==> config.mk <==
export PLATFORM = sky130hd
export DESIGN_NAME = line_iterator_flat
export DESIGN_NICKNAME = d
export VERILOG_FILES = /design/src/rtl/line_iterator_if.sv /design/src/rtl/line_iterator.sv /design/src/flat_wrapper.sv
export SDC_FILE = /design/constraint.sdc
export NUM_CORES = 1
export LEC_CHECK = 0
export BUFFER_PORTS_ARGS = -buffer_cell sky130_fd_sc_hd__buf_2
export CAP_MARGIN = 15
export CORE_MARGIN = 2
export CORE_UTILIZATION = 40
export CTS_CLUSTER_DIAMETER = 100
export DETAILED_ROUTE_END_ITERATION = 8
export PLACE_DENSITY = 0.65
export SYNTH_ARGS = -nofsm -noshare
export SYNTH_HDL_FRONTEND = slang
export SYNTH_SLANG_ARGS = --single-unit
==> constraint.sdc <==
create_clock -name clk -period 2.4 [get_ports clk]
set_input_delay 0.48 -clock clk [delete_from_list [all_inputs] [get_ports clk]]
set_output_delay 0.48 -clock clk [all_outputs]
set_load 0.05 [all_outputs]
==> src/rtl/line_iterator_if.sv <==
// Row-sequencer to line_buffer link: row index and compute flag out, valid_set back.
// No handshake; the row advances every clock once a generation is running.
interface line_iterator_if #(
    parameter int ROW_W = 10
);
    logic [ROW_W-1:0] calc_row;
    logic             calc_flag;
    logic             valid_set;

    modport master (output calc_row, output calc_flag, input valid_set);
    modport slave  (input calc_row, input calc_flag, output valid_set);
endinterface

==> src/rtl/line_iterator.sv <==
// Frame row sequencer for line_buffer: PRIME / RUN / DRAIN per generation, optional gen_count via GEN_COUNTER_EN.
// Outputs registered, one row per clock; frame_tick while busy is dropped and flagged in overrun.
module line_iterator #(
    parameter int ROWS         = 720,
    parameter int ROW_W        = 10,
    parameter int PRIME_CYCLES = 3,
    parameter int DRAIN_CYCLES = 2
) (
    input  logic                   clk,
    input  logic                   rst,
    input  logic                   frame_tick_i,
    input  logic                   run_en_i,
    input  logic                   step_i,
    line_iterator_if.master        lb,
    output logic                   busy_o,
    output logic                   frame_done_o,
    output logic                   bank_sel_o,
    output logic                   overrun_o,
`ifdef GEN_COUNTER_EN
    output logic [15:0]            gen_count_o,
`endif
    output logic                   sync_err_o
);
    typedef enum logic [1:0] {IDLE, PRIME, RUN, DRAIN} state_t;

    localparam logic [ROW_W-1:0] ROW_LAST   = ROW_W'(ROWS - 1);
    localparam logic [7:0]       PRIME_LAST = 8'(PRIME_CYCLES - 1);
    localparam logic [7:0]       DRAIN_LAST = 8'(DRAIN_CYCLES - 1);

    state_t           state_q, state_d;
    logic [7:0]       cnt_q, cnt_d;
    logic [ROW_W-1:0] row_q, row_d;
    logic             flag_q, flag_d;
    logic             busy_q, busy_d;
    logic             done_q, done_d;
    logic             bank_q, bank_d;
    logic             ovr_q, ovr_d;
    logic             serr_q, serr_d;
    logic             pend_q, pend_d;
    logic [15:0]      gen_q, gen_d;
    logic             start;

    assign start = (state_q == IDLE) && frame_tick_i && (run_en_i || step_i || pend_q);

    always_comb begin
        state_d = state_q;
        cnt_d   = cnt_q;
        row_d   = row_q;
        flag_d  = flag_q;
        busy_d  = busy_q;
        done_d  = 1'b0;
        bank_d  = bank_q;
        ovr_d   = ovr_q;
        serr_d  = serr_q;
        gen_d   = gen_q;
        pend_d  = pend_q;

        if (start)
            pend_d = 1'b0;
        else if (step_i)
            pend_d = 1'b1;

        if (frame_tick_i && busy_q)
            ovr_d = 1'b1;

        case (state_q)
            IDLE: begin
                // Parking on the last row keeps line_buffer in cleanup so its fill counter is zero
                row_d  = ROW_LAST;
                flag_d = 1'b0;
                if (start) begin
                    state_d = PRIME;
                    row_d   = '0;
                    flag_d  = (PRIME_CYCLES == 1);
                    cnt_d   = '0;
                    busy_d  = 1'b1;
                end
            end
            PRIME: begin
                cnt_d = cnt_q + 8'd1;
                if (cnt_q == PRIME_LAST) begin
                    state_d = RUN;
                    row_d   = ROW_W'(1);
                    flag_d  = 1'b1;
                end else begin
                    flag_d  = (cnt_q == PRIME_LAST - 8'd1);
                end
            end
            RUN: begin
                if (!lb.valid_set)
                    serr_d = 1'b1;
                if (row_q == ROW_LAST) begin
                    state_d = DRAIN;
                    flag_d  = 1'b0;
                    cnt_d   = '0;
                end else begin
                    row_d   = row_q + ROW_W'(1);
                end
            end
            DRAIN: begin
                cnt_d = cnt_q + 8'd1;
                if (cnt_q == DRAIN_LAST) begin
                    state_d = IDLE;
                    done_d  = 1'b1;
                    bank_d  = ~bank_q;
                    busy_d  = 1'b0;
                    gen_d   = gen_q + 16'd1;
                end
            end
            default: state_d = IDLE;
        endcase
    end

    always_ff @(posedge clk) begin
        if (rst) begin
            state_q <= IDLE;
            cnt_q   <= '0;
            row_q   <= ROW_LAST;
            flag_q  <= 1'b0;
            busy_q  <= 1'b0;
            done_q  <= 1'b0;
            bank_q  <= 1'b0;
            ovr_q   <= 1'b0;
            serr_q  <= 1'b0;
            pend_q  <= 1'b0;
            gen_q   <= '0;
        end else begin
            state_q <= state_d;
            cnt_q   <= cnt_d;
            row_q   <= row_d;
            flag_q  <= flag_d;
            busy_q  <= busy_d;
            done_q  <= done_d;
            bank_q  <= bank_d;
            ovr_q   <= ovr_d;
            serr_q  <= serr_d;
            pend_q  <= pend_d;
            gen_q   <= gen_d;
        end
    end

    assign lb.calc_row  = row_q;
    assign lb.calc_flag = flag_q;
    assign busy_o       = busy_q;
    assign frame_done_o = done_q;
    assign bank_sel_o   = bank_q;
    assign overrun_o    = ovr_q;
    assign sync_err_o   = serr_q;

`ifdef GEN_COUNTER_EN
    assign gen_count_o  = gen_q;
`else
    logic unused_gen;
    assign unused_gen = ^gen_q;
`endif
endmodule

==> src/flat_wrapper.sv <==
// flat-port wrapper written by rule: the top's interface ports become plain ports
module line_iterator_flat 
#(
    parameter int ROWS         = 720,
    parameter int ROW_W        = 10,
    parameter int PRIME_CYCLES = 3,
    parameter int DRAIN_CYCLES = 2
)
  (clk, rst, frame_tick_i, run_en_i, step_i, busy_o, frame_done_o, bank_sel_o, overrun_o, sync_err_o, lb_calc_row, lb_calc_flag, lb_valid_set);
  line_iterator_if #(.ROW_W(ROW_W)) lb_i ();
  input  logic clk;
  input  logic rst;
  input  logic frame_tick_i;
  input  logic run_en_i;
  input  logic step_i;
  output logic busy_o;
  output logic frame_done_o;
  output logic bank_sel_o;
  output logic overrun_o;
  output logic sync_err_o;
  output wire logic [$bits(lb_i.calc_row)-1:0] lb_calc_row;
  output wire logic [$bits(lb_i.calc_flag)-1:0] lb_calc_flag;
  input wire logic [$bits(lb_i.valid_set)-1:0] lb_valid_set;
  assign lb_calc_row = lb_i.calc_row;
  assign lb_calc_flag = lb_i.calc_flag;
  assign lb_i.valid_set = lb_valid_set;
  line_iterator #(.ROWS(ROWS), .ROW_W(ROW_W), .PRIME_CYCLES(PRIME_CYCLES), .DRAIN_CYCLES(DRAIN_CYCLES)) u_core (.clk(clk), .rst(rst), .frame_tick_i(frame_tick_i), .run_en_i(run_en_i), .step_i(step_i), .lb(lb_i), .busy_o(busy_o), .frame_done_o(frame_done_o), .bank_sel_o(bank_sel_o), .overrun_o(overrun_o), .sync_err_o(sync_err_o));
endmodule
==> impl_metrics.ini, run 1 <==
[synth]
ys_warn_count = 0
synth_ff_type = dfxtp_1
syn_area_per_cell_um2 = 8.70
synth_area_um2 = 1570
synth_cell_types = 47
synth_nets = 195
synth-seq-area-share_pct = 34.5
synthTopCellsByArea = dfxtp_1, ha_1, o31ai_1
netlist_instances = 180
async_flop_share_pct = 0
synth_top_area_share_pct = 34.5
synth_edf_count = 0
synth_top_area_cell = dfxtp_1
ys_seq_elements = 27

[route]
wl_met1_um = 1860
viasPerCell = 6.03
route.met2.wl_um = 1770
drc = 0
ant_nets = 0
routed.top_layer = met4
vias = 1508
dr.pass1.iters = 4
routedWlPerCell_um = 15.4
totalWireLength_um = 3860
wl_met3_um = 196
drt_first_iter_violations = 97

[finish]
drive_gt1_share_pct = 18.8
nNetsFinal = 218
layout_common_cells = dfxtp_1, buf_2, nand2_1, nand3_1, a21oi_1
antenna_cells = 0
stdcell_count = 250
layout_commonest_cell = dfxtp_1
syn2layout_area_growth_pct = 13.8

[pwr]
power_density_nw_per_um2 = 1110
vdd_ir_drop_max_mv = 0.720
p_leak_nw = 0.678

[worst_setup_path]
slowest_delay_ps = 540
crit_chain = ha_1 > and4b_1 > a31oi_1 > buf_4 > or4_2 > a21oi_1
slowest_stage = or4_2
worstSetupPathType = reg2reg
end_kind = flop
crit_family = simple AND/OR/NAND/NOR gates
crit_fanout = 20
critical_path_buf_inv_count = 1
start_kind = flop
crit_arrival_ps = 2310
r2r_cells = 6
cp.depth = 6
cp.required_ps = 2610

[clocking]
cts_made_buffers = 3
cts.reportedPaths.clkPinSlew_ps = 100
postCtsHoldBufs = 0
clkSinkCount = 27
tritoncts = yes
cts_setup_buffers = 0
root_buffer = clkbuf_8
htreeDepth = 1
cts-resized-gates = 0
clock_latency_ps = 270
clock_path_buffers = 2

[sta]
maxSlewViolCount = 0
skew_ps = 2.43
relSlewSlack_pct = 53.3
worst_pin_slew_ps = 701
max_freq_mhz = 477
fin_crit_ps = 2100
rsz0062_at_grt = no
finalCritPeriodShare_pct = 87.4
setup_viol_count_final = 0
worst_slack_ps = 303
final_hold_viol_count = 0
tns_ps = 0

[global_routing]
grt_antenna_before_repair = 0
grt_overflow = 0
grt.total_usage_pct = 20.1
grt_pass1_vias = 1468
grt_pass1_wl_um = 6890
grt_max_degree = 21

[floorplanning]
rows = 22
die_w_um = 66.6
core_area_um2 = 3720
die_y_um = 66.6
die_area_um2 = 4430
io_pins = 22
start_util_pct = 42.2

[placed_design]
hpwl_um = 2710
numPortBuffers = 21
place_inst = 246
place_congestion = 0.891
post-place-ws_ps = 332

[run]
maxCapViolCount = 0

[outcome]
status = finished clean

[min_path]
whs_path_depth = 2
worstHoldPathType = in2reg
## cell usage after synthesis, types with 2 or more instances
library cell and number:
clkbuf_1 6, nor3_1 2, mux2i_1 2, or4_1 3, inv_1 8, nand4_1 4
and2_1 2, a21oi_1 13, ha_1 9, buf_2 2, o41ai_1 4, o211ai_1 2
dfxtp_1 27, a32o_1 2, a221o_1 5, nand2_1 13, a31oi_1 2, o21ai_0 10
or3_1 7, a211oi_1 3, o31ai_1 9, nor2_1 8, nand3_1 13
## flip-flops by register name, summed over array words and instances, names as in the netlist
name                 flops
u_core.bank_sel_o        1
u_core.lb.calc_row      10
u_core.busy_o            1
u_core.pend_q            1
u_core.state_q           2
u_core.lb.calc_flag      1
u_core.frame_done_o      1
u_core.overrun_o         1
u_core.cnt_q             8
u_core.sync_err_o        1
## layer usage
metal	up-vias	track usage, %
li1	746	-
met1	708	28.2
met2	50	30.6
met3	4	3.04
met4	0	8.16
met5	-	0
## power breakdown
part           switching (mW)  leakage, nW  internal [mW]  total (mW)
sequential              0.114        0.221          0.531       0.645
clock                   0.150       0.0255          0.117       0.266
combinational           0.693        0.432          0.378        1.07
total                   0.957        0.678           1.03        1.98
## worst paths after layout
path	from	to	slack, ps
max	u_core.lb.calc_row[0]	u_core.cnt_q[2]	300
min	frame_tick_i	u_core.pend_q	430
max reg2reg	u_core.lb.calc_row[0]	u_core.cnt_q[2]	300
min reg2reg	u_core.overrun_o	u_core.overrun_o	490
## cell families (layout without fill, tap and decap cells)
| family | Yosys count | count (layout) | share of synthesized area (%) |
|---|---|---|---|
| AO/OA/AOI/OAI | 61 | 61 | 29.6 |
| AND/OR/NAND/NOR | 64 | 64 | 22.9 |
| flip-flops | 27 | 27 | 34.5 |
| multiplexers | 2 | 2 | 1.28 |
| adder cells (fa/ha/maj) | 9 | 9 | 7.19 |
| buffers and inverters | 16 | 38 | 3.99 |
| XOR/XNOR | 1 | 1 | 0.559 |
## worst reg2reg max path: stages (launching register included)
cell and delay, ps:
dfxtp_1 460, ha_1 270, and4b_1 280, a31oi_1 110, buf_4 220, or4_2 550
a21oi_1 150
## stage by stage
step	hold slack, ps	instance area [um^2]	power [mW]	util, %
6_report	432	1780	1.98	48.0
5_1_grt	433	1780	2.15	48.0
4_1_cts	424	1780	1.99	48.0
3_5_place_dp	469	1740	1.72	46.7
3_3_place_gp	444	1740	1.69	46.7
2_1_floorplan	460	1570	1.45	-
## cell type report
class	count	area, um^2
Multi-Input combinational cell	137	963
Clock buffer	3	41.3
Sequential cell	27	541
Clock inverter	1	5.00
Inverter	8	30.0
Tap cell	48	60.1
Timing Repair Buffer	26	143
Fill cell	367	1930
Note: power is estimated with default switching activity, not from simulation.
==> run 2, diff against run 1 <==
Settings changed: CORE_ASPECT_RATIO set to 1.2, GPL_ROUTABILITY_DRIVEN set to 0.
==> run 2 against run 1 <==
  * Via count rose by 0.80%
  * Routed wire length increased by 5.0%
  * Register-to-register slack better by 20 ps
  * Highest routed layer unchanged
  * Cell area up 0.21%
==> impl_metrics.ini, run 2 (synthesized netlist as in run 1, its figures left out) <==
[sta]
rsz0062_at_grt = no
worst_pin_slew_ps = 660
final_hold_viol_count = 0
worst_slack_ps = 323
relSlewSlack_pct = 56.0
skew_ps = 5.32
finalCritPeriodShare_pct = 86.5
tns_ps = 0
max_freq_mhz = 482
fin_crit_ps = 2080
maxSlewViolCount = 0
setup_viol_count_final = 0

[placed_design]
post-place-ws_ps = 342
hpwl_um = 2970
numPortBuffers = 21
place_area_um2 = 1740
place_inst = 250

[finish]
largest_reg_flops = 10
seq_area_um2 = 541
fill_cells = 386
stdcell_count = 254
antenna_cells = 0
nNetsFinal = 218
drive_gt1_share_pct = 18.3
layout_commonest_cell = dfxtp_1
syn2layout_area_growth_pct = 14.1
final_cell_area_um2 = 1790
multi_input_area_um2 = 963
layout_common_cells = dfxtp_1, buf_2, nand2_1, nand3_1, a21oi_1

[floorplanning]
core_area_um2 = 3690
start_util_pct = 42.4
rows = 24
die_area_um2 = 4430
die_y_um = 72.6
io_pins = 22
die_w_um = 61.1

[worst_setup_path]
end_kind = flop
crit_arrival_ps = 2290
startpoint = u_core.lb.calc_row[0]
crit_chain = ha_1 > and4b_1 > a31oi_1 > buf_4 > or4_2 > a21oi_1
slowest_delay_ps = 560
reg2reg_from = u_core.lb.calc_row[0]
crit_fanout = 20
slowest_stage = or4_2
worstSetupPathType = reg2reg
start_kind = flop
r2r_cells = 6
cp.required_ps = 2610

[global_routing]
grt.total_usage_pct = 20.1
grt_overflow = 0
grt_pass1_wl_um = 6900
grt_max_degree = 21
grt_antenna_before_repair = 0
grt_pass1_vias = 1472

[pwr]
comb_power_share_pct = 54.3
p_switching_mw = 0.948
internal-power_mw = 1.03
finalPower_mw = 1.98
switching_share_pct = 48.0
power_frac_clock_pct = 13.1
p_leak_nw = 0.675
p_seq_share_pct = 32.6
power_density_nw_per_um2 = 1110
vdd_ir_drop_max_mv = 0.579

[clocking]
cts.reportedPaths.clkPinSlew_ps = 90
cts_setup_buffers = 0
tritoncts = yes
postCtsHoldBufs = 0
clock_latency_ps = 270
clkSinkCount = 27
cts-resized-gates = 0
htreeDepth = 1
clock_path_buffers = 2
cts_made_buffers = 3
root_buffer = clkbuf_8

[route]
totalWireLength_um = 4050
ant_nets = 0
vias = 1520
dr.pass1.iters = 4
routedWlPerCell_um = 15.9
drt_first_iter_violations = 134
drc = 0
viasPerCell = 5.98

[outcome]
status = finished clean

[min_path]
hold_path.startpoint = frame_tick_i
worstHoldPathType = in2reg
whs_path_depth = 2

[run]
maxCapViolCount = 0
-- run 2: changes by cell type in the layout (fill, tap and decap cells not counted) --
cell | previous run | this run
clkbuf_1 | 0 | 1
clkinv_2 | 1 | 0
-- run 2: path summary, 6_finish.rpt --
check	end	slack, ps
worst max-delay path	u_core.cnt_q[2]	320
worst min-delay path	u_core.pend_q	430
worst max register to register	u_core.cnt_q[2]	320
worst min register to register	u_core.sync_err_o	480
-- run 2: final cells by class --
class / count / area share [%]
Multi-Input combinational cell: 137 / 53.9
Sequential cell: 27 / 30.3
Timing Repair Buffer: 26 / 7.98
Tap cell: 52 / 3.64
Clock buffer: 4 / 2.52
Inverter: 8 / 1.68
-- run 2: metal layers --
metal | global-route usage [%] | wire length, um | share of wire (%)
met1 | 24.7 | 1690 | 42
met2 | 35.1 | 2130 | 53
met3 | 2.85 | 161 | 4.0
met4 | 6.52 | 69 | 1.7
met5 | 0 | 0 | 0
-- run 2: stage by stage --
stage          hold slack, ps  utilization (%)
3_3_place_gp              445             47.2
2_1_floorplan             460                -
5_1_grt                   425             48.4
3_5_place_dp              459             47.2
4_1_cts                   422             48.4
6_report                  426             48.4
-- run 2: critical path, delay by kind of cell, from the launching register on --
family,cells,cell delay (ps)
compound gates,2,250
buf+inv,1,210
simple gates,2,830
flops,1,450
fa+ha+maj,1,270
-- run 2: power groups by stage --
| stage | logic [mW] | registers (mW) | clock network [mW] |
|---|---|---|---|
| final | 1.07 | 0.645 | 0.258 |
| after detailed placement | 1.06 | 0.652 | 0 |
| after floorplan | 0.618 | 0.829 | 0 |
| after global placement | 1.03 | 0.643 | 0 |
| after CTS | 1.07 | 0.642 | 0.268 |
| after global routing | 1.18 | 0.663 | 0.288 |
==> run 3, diff against run 2 <==
Settings changed: ABC_AREA set to 1, CORE_MARGIN 2 to unset.
==> run 3 against run 2 <==
  * Worst setup slack better by 360 ps
  * Critical path depth up 2
  * Utilization fell by 0.68 points
  * Worst hold slack better by 13 ps
==> impl_metrics.ini, run 3 <==
[global_routing]
grt.total_usage_pct = 17.8
grt_antenna_before_repair = 0
grt_pass1_vias = 1374
grt_max_degree = 19
grt_overflow = 0
grt_pass1_wl_um = 6130

[sta]
worst_pin_slew_ps = 469
setup_viol_count_final = 0
skew_ps = 4.51
finalCritPeriodShare_pct = 71.6
fin_crit_ps = 1720
rsz0062_at_grt = no
final_hold_viol_count = 0
max_freq_mhz = 582
relSlewSlack_pct = 68.6
maxSlewViolCount = 0
tns_ps = 0

[synth]
ys_warn_count = 0
synthTopCellsByArea = dfxtp_1, nand2_1, nor2_1
yosys-top-cells-count = nand2_1, nor2_1, dfxtp_1
synth_area_um2 = 1730
async_flop_share_pct = 0
synth_top_area_share_pct = 31.3
synth_nets = 270
synth_cell_types = 32
synth-seq-area-share_pct = 31.3
ys_seq_elements = 27
syn_area_per_cell_um2 = 6.78
netlist_instances = 255
synth_edf_count = 0
synth_most_common_cell = nand2_1
synth_ff_type = dfxtp_1
synth_top_area_cell = dfxtp_1

[finish]
largest_reg_flops = 10
layout_common_cells = nand2_1, nor2_1, dfxtp_1
fill_cells = 412
fin_util_pct = 47.7
stdcell_count = 330
syn2layout_area_growth_pct = 11.4
nNetsFinal = 292
drive_gt1_share_pct = 17.8
antenna_cells = 0
layout_commonest_cell = nand2_1

[floorplanning]
core_area_um2 = 4040
die_area_um2 = 4590
start_util_pct = 42.8
die_y_um = 74
rows = 25
die_w_um = 62
io_pins = 22

[worst_setup_path]
worstSetupPathType = reg2reg
slowest_delay_ps = 530
crit_family = simple AND/OR/NAND/NOR gates
cp.required_ps = 2590
start_kind = flop
crit_arrival_ps = 1910
critical_path_buf_inv_count = 0
reg2reg_slack_ps = 680
slowest_stage = dfxtp_1
end_kind = flop
timing.rr.end = u_core.state_q[0]
cp.depth = 8
crit_fanout = 10
r2r_cells = 8
reg2reg_from = u_core.lb.calc_row[0]
crit_chain = ha_1 > nand2_2 > nor2_4 > nand3_4 > a21oi_4 > nand3_1 > nand2_1 > nor2_1

[route]
drc = 0
vias = 1616
dr.pass1.iters = 4
routedWlPerCell_um = 11.1
drt_first_iter_violations = 62
ant_nets = 0
totalWireLength_um = 3670
viasPerCell = 4.90

[clocking]
root_buffer = clkbuf_8
cts-resized-gates = 0
cts_made_buffers = 3
postCtsHoldBufs = 0
clkSinkCount = 27
tritoncts = yes
clock_latency_ps = 280
cts_setup_buffers = 0
htreeDepth = 1
clock_path_buffers = 2
cts.reportedPaths.clkPinSlew_ps = 100

[pwr]
power_density_nw_per_um2 = 1130
vdd_ir_drop_max_mv = 0.387
p_leak_nw = 0.865

[min_path]
whs_endpoint = u_core.pend_q
whs_path_depth = 3
worstHoldPathType = in2reg
hold_path.startpoint = step_i

[placed_design]
hpwl_um = 2790
place_inst = 326
numPortBuffers = 21

[outcome]
status = finished clean

[run]
maxCapViolCount = 0
run 3: routing by layer:
metal	up-vias	GRT usage, %	part of all wire [%]	wire (um)
li1	856	-	-	-
met2	23	31.6	51	1860
met4	0	5.93	1.4	51
met1	732	21.3	46	1680
met3	5	2.78	2.4	88
met5	-	0	0	0
run 3: tightest hold or removal path, stage by stage:
cell and delay [ps]:
buf_2 80, nor2_1 40, nor2_1 90
run 3: how the worst max path moves through the flow:
stage                          start                end  slack (ps)
3_5_place_dp   u_core.lb.calc_row[0]  u_core.state_q[1]         690
4_1_cts        u_core.lb.calc_row[0]  u_core.state_q[1]         670
2_1_floorplan  u_core.lb.calc_row[1]  u_core.state_q[0]         570
3_3_place_gp   u_core.lb.calc_row[0]  u_core.state_q[1]         750
5_1_grt        u_core.lb.calc_row[0]  u_core.state_q[0]         520
6_report       u_core.lb.calc_row[0]  u_core.state_q[0]         680
run 3: layout make-up:
cell class	count	area (um^2)	area share (%)
Multi-Input combinational cell	201	1080	55.9
Clock buffer	3	41.3	2.15
Clock inverter	1	7.51	0.390
Tap cell	54	67.6	3.51
Sequential cell	27	541	28.1
Inverter	23	86.3	4.49
Timing Repair Buffer	21	105	5.46
run 3: kinds of logic (layout without fill, tap and decap cells):
family	count (synthesis)	count (layout)	share of synthesized area (%)
xor+xnor	3	3	1.52
simple gates	155	155	41.9
buf+inv	27	48	6.44
fa+ha+maj	9	9	6.52
compound gates	34	34	12.3
flops	27	27	31.3
run 3: stage by stage:
step           cell area [um^2]  total power, mW  hold slack (ps)  setup WS (ps)
2_1_floorplan              1730             1.67              450            574
3_3_place_gp               1880             1.91              446            754
3_5_place_dp               1880             1.92              460            694
4_1_cts                    1920             2.20              440            673
5_1_grt                    1920             2.36              449            518
6_report                   1920             2.17              438            681
run 3: power by group:
part | switching [mW] | leakage (nW) | internal (mW)
combinational | 0.862 | 0.622 | 0.366
sequential | 0.126 | 0.221 | 0.545
clock | 0.157 | 0.0217 | 0.118
